[src/rtl/gf180mcu_fd_sc_mcu7t5v0__invflt_pkg.sv]
// rtl/gf180mcu_fd_sc_mcu7t5v0__invflt_pkg.sv - shared reset constants and counter helper for the glitch-filtering inverter
package gf180mcu_fd_sc_mcu7t5v0__invflt_pkg;

  localparam logic ZN_RST   = 1'b1;
  localparam logic CAND_RST = 1'b0;

  function automatic int sat_inc(input int cnt, input int max);
    return (cnt >= max) ? max : cnt + 1;
  endfunction

endpackage

[src/rtl/gf180mcu_fd_sc_mcu7t5v0__invflt_chan.sv]
// rtl/gf180mcu_fd_sc_mcu7t5v0__invflt_chan.sv - one filtered inverter channel; GF180MCU_FD_SC_MCU7T5V0__INVFLT_SYNC_EN adds a 2-flop input synchronizer
module gf180mcu_fd_sc_mcu7t5v0__invflt_chan
  import gf180mcu_fd_sc_mcu7t5v0__invflt_pkg::*;
#(
  parameter int FILT_CYCLES = 3
) (
  input  logic clk,
  input  logic rst,
  input  logic en,
  input  logic i,
  output logic zn,
  output logic chg
);

  localparam int CNT_W = $clog2(FILT_CYCLES + 1);
  localparam logic [CNT_W-1:0] CNT_MAX = CNT_W'(FILT_CYCLES);

  logic             s;
  logic             cand;
  logic [CNT_W-1:0] cnt;
  logic [CNT_W-1:0] next_cnt;

`ifdef GF180MCU_FD_SC_MCU7T5V0__INVFLT_SYNC_EN
  logic sync1;
  logic sync2;

  // The synchronizer keeps running while EN is low so its contents stay current.
  always_ff @(posedge clk) begin
    if (rst) begin
      sync1 <= 1'b0;
      sync2 <= 1'b0;
    end else begin
      sync1 <= i;
      sync2 <= sync1;
    end
  end

  assign s = sync2;
`else
  assign s = i;
`endif

  always_comb begin
    next_cnt = CNT_MAX;
    if (s != cand) begin
      next_cnt = CNT_W'(1);
    end else begin
      next_cnt = CNT_W'(sat_inc(int'(cnt), FILT_CYCLES));
    end
  end

  always_ff @(posedge clk) begin
    if (rst) begin
      zn   <= ZN_RST;
      chg  <= 1'b0;
      cand <= CAND_RST;
      cnt  <= CNT_MAX;
    end else if (en) begin
      cand <= s;
      cnt  <= next_cnt;
      if ((next_cnt == CNT_MAX) && (zn != ~s)) begin
        zn  <= ~s;
        chg <= 1'b1;
      end else begin
        chg <= 1'b0;
      end
    end else begin
      chg <= 1'b0;
    end
  end

endmodule

[src/rtl/gf180mcu_fd_sc_mcu7t5v0__invflt_func.sv]
// rtl/gf180mcu_fd_sc_mcu7t5v0__invflt_func.sv - multi-channel glitch-filtering inverter top; optional GF180MCU_FD_SC_MCU7T5V0__INVFLT_SYNC_EN input synchronizers
module gf180mcu_fd_sc_mcu7t5v0__invflt_func
  import gf180mcu_fd_sc_mcu7t5v0__invflt_pkg::*;
#(
  parameter int WIDTH       = 4,
  parameter int FILT_CYCLES = 3
) (
  input  logic             CLK,
  input  logic             RST,
  input  logic             EN,
  input  logic [WIDTH-1:0] I,
  output logic [WIDTH-1:0] ZN,
  output logic [WIDTH-1:0] CHG
);

  for (genvar g = 0; g < WIDTH; g++) begin : g_chan
    gf180mcu_fd_sc_mcu7t5v0__invflt_chan #(
      .FILT_CYCLES(FILT_CYCLES)
    ) u_chan (
      .clk(CLK),
      .rst(RST),
      .en (EN),
      .i  (I[g]),
      .zn (ZN[g]),
      .chg(CHG[g])
    );
  end

endmodule

[config.mk]
export PLATFORM = sky130hd
export DESIGN_NAME = gf180mcu_fd_sc_mcu7t5v0__invflt_func
export DESIGN_NICKNAME = d
export VERILOG_FILES = /design/src/rtl/gf180mcu_fd_sc_mcu7t5v0__invflt_pkg.sv /design/src/rtl/gf180mcu_fd_sc_mcu7t5v0__invflt_chan.sv /design/src/rtl/gf180mcu_fd_sc_mcu7t5v0__invflt_func.sv
export SDC_FILE = /design/constraint.sdc
export NUM_CORES = 1
export LEC_CHECK = 0
export ABC_AREA = 1
export BUFFER_PORTS_ARGS = -buffer_cell sky130_fd_sc_hd__buf_4
export CAP_MARGIN = 10
export CORE_UTILIZATION = 50
export CTS_CLUSTER_SIZE = 14
export DETAILED_ROUTE_END_ITERATION = 10
export HOLD_SLACK_MARGIN = 0.1
export PLACE_DENSITY = 0.7
export SKIP_CTS_REPAIR_TIMING = 1
export SLEW_MARGIN = 15
export SYNTH_ARGS = -nofsm -noshare
export SYNTH_HDL_FRONTEND = slang
export SYNTH_SLANG_ARGS = --single-unit
[constraint.sdc]
create_clock -name CLK -period 1.05 [get_ports CLK]
set_input_delay 0.0525 -clock CLK [delete_from_list [all_inputs] [get_ports CLK]]
set_output_delay 0.0525 -clock CLK [all_outputs]
set_load 0.05 [all_outputs]
==> impl_metrics.toml <==
[floorplan]
start_util = 0.539
coreArea_um2 = 1730
ios = 15
chipWidth_um = 45.2
die_h_um = 45.2
die_area_um2 = 2040
num_rows = 15

[sta]
min_period_ns = 0.952
slew_headroom = 0.759
fmax_mhz = 1050
maxSlewViolCount = 0
worst_pin_slew_ns = 0.361
setup_viol = 0
final_hold_viol_count = 0
finalClockSkew_ns = 0.00349
fin_crit_sh = 0.907
whs_ns = 0.0847

[yosys]
async_flop_share = 0
yosysMostFrequentCell = "nand2_1"
yosys_most_used_dff = "dfxtp_1"
ys_ff_latch = 20
ys.warnings.count = 0
synthCells = 133
syn_nets = 140
yosys-top-cells-area = "dfxtp_1 (43%), nand2_1 (13%), buf_4 (7.3%)"
synth_top_area_share = 0.430
ys_seq_area_frac = 0.430
yosys.area.top_type = "dfxtp_1"
synth_cell_types = 14
netlist_area_um2 = 931
syn_avg_cell_area_um2 = 7.00
synth_edf_count = 0
synth_common_cells = "nand2_1 (31), dfxtp_1 (20), inv_1 (15)"

[place]
dpl.hpwl_mm = 1.11
port-buffer-count = 14
placedCellCount = 161
place.gp.congestion = 0.782

[setup_path]
cpMostUsedCell = "nand2_1"
crit_slowest_cell = "dfxtp_2"
worstPathMaxFanout = 3
cp_num_buf_inv = 1
path_class = "flop to flop"
critPathTopFamily = "simple AND/OR/NAND/NOR gates"
arrival_ns = 1.13
critical_path.max_stage_delay_ns = 0.35
cp-end-kind = "flop"
worstPathRequired_ns = 1.23
start_kind = "flop"
worstPathCellList = "inv_1 -> nand2_1 -> nand2_1 -> nor2_2 -> nand2_1 -> nand2_1 -> nand3_1"

[global_route]
grt_pass1_wl_mm = 2.59
grt_max_degree = 15
globalRouteOverflowTotal = 0
grt_use_total = 0.173
grt_antenna_before_repair = 0
grt_pass1_vias = 645

[finish]
final_cell_count_no_fill = 169
drive_gt1_frac = 0.236
fin_util = 0.627
diodes = 0
seqCellArea_um2 = 409
multi_input_area_um2 = 397
nFillCells = 176
syn2layout_area_growth_pct = 16.3
finalNetCount = 153

[route]
wirelength_met1_um = 736
met3_length_um = 64
antenna_left = 0
via_per_inst = 4.85
met2WireLength_um = 779
num_vias = 819
drtIter0Drc = 11
top_layer = "met4"
wire_per_inst_um = 9.49
drc = 0
drt_first_pass_iters = 4
routed_wl_mm = 1.60

[cts]
cts_tree = "done"
clock_latency_ns = 0.29
root_buffer = "clkbuf_4"
clk_pin_slew_worst_paths_ns = 0.10
htree_levels = 1
clock_path_buffers = 2
clkSinkCount = 20
cts_made_buffers = 3

[flow_run]
maxCapViolations = 0

[pwr]
cellLeakagePower_uw = 0.000548
power.density_nw_per_um2 = 1390
peakVddDrop_v = 0.000798

[outcome]
run_status = "completed"

[worst_hold_path]
hold_path.class = "input pin to flop"
## power by group
part           switching [µW]  leakage (µW)  internal, µW
clock network             217     0.0000138           133
logic                     197      0.000370           113
registers                29.6      0.000165           808
## registers in the layout (all words and copies together) (netlist names)
| signal | flops |
|---|---|
| g_chan.u_chan.zn | 4 |
| g_chan.u_chan.cnt | 8 |
| g_chan.u_chan.chg | 4 |
| g_chan.u_chan.cand | 4 |
## cell families after synthesis
logic type	Yosys count	synth area share
and+or+nand+nor	61	0.281
buffers and inverters	28	0.160
AOI/OAI and AO/OA	24	0.129
DFF	20	0.430
## final cells by class
| type | count | area share |
|---|---|---|
| clock buffers | 3 | 0.0208 |
| inverters | 16 | 0.0555 |
| multi-input cells | 85 | 0.366 |
| flip-flops and latches | 20 | 0.378 |
| well taps | 25 | 0.0289 |
| repair buffers | 20 | 0.150 |
## worst min-delay path, stage by stage
cell,delay [ns]
buf_4,0.10
inv_1,0.05
nand3_1,0.08
nand3_1,0.06
## metrics by stage
stage / TNS [ns] / area, µm² / power [µW] / worst slack, ns
finish: 0 / 1080 / 1500 / 0.0981
global route: -0.0165 / 1080 / 1600 / -0.0165
CTS: 0 / 1010 / 1480 / 0.0718
detailed placement: 0 / 986 / 1140 / 0.0880
global placement: 0 / 986 / 1130 / 0.109
floorplan: 0 / 931 / 1090 / 0.173
## worst paths after layout
| kind | start | end | slack [ns] | cells after the start |
|---|---|---|---|---|
| setup / recovery | g_chan[3].u_chan.cand$_SDFFE_PP0P_ | g_chan[3].u_chan.zn$_SDFFE_PP1P_ | 0.1 | 7 |
| hold / removal | I[3] | g_chan[3].u_chan.zn$_SDFFE_PP1P_ | 0.08 | 4 |
| setup reg to reg | g_chan[3].u_chan.cand$_SDFFE_PP0P_ | g_chan[3].u_chan.zn$_SDFFE_PP1P_ | 0.1 | 7 |
| hold reg to reg | g_chan[3].u_chan.zn$_SDFFE_PP1P_ | g_chan[3].u_chan.zn$_SDFFE_PP1P_ | 0.48 | 2 |
## metal layers
layer  vias to the layer above  global-route usage
li1                        435                   -
met1                       364               0.213
met2                        16               0.293
met3                         4              0.0240
met4                         0              0.0909
met5                         -                   0
## layout by cell type, fill, tap and decap left out
cell type	n
nand2_1	29
inv_1	15
buf_4	15
dfxtp_1	13
a21oi_1	12
nand3_1	11
nor2_1	10
o21ai_0	9
dfxtp_2	7
dlygate4sd3_1	5
nor2_2	4
nor3_1	3
o21ai_1	3
clkbuf_4	3
nand2_2	2
nor2_4	2
inv_2	1
Note: power is estimated with default switching activity, not from simulation.
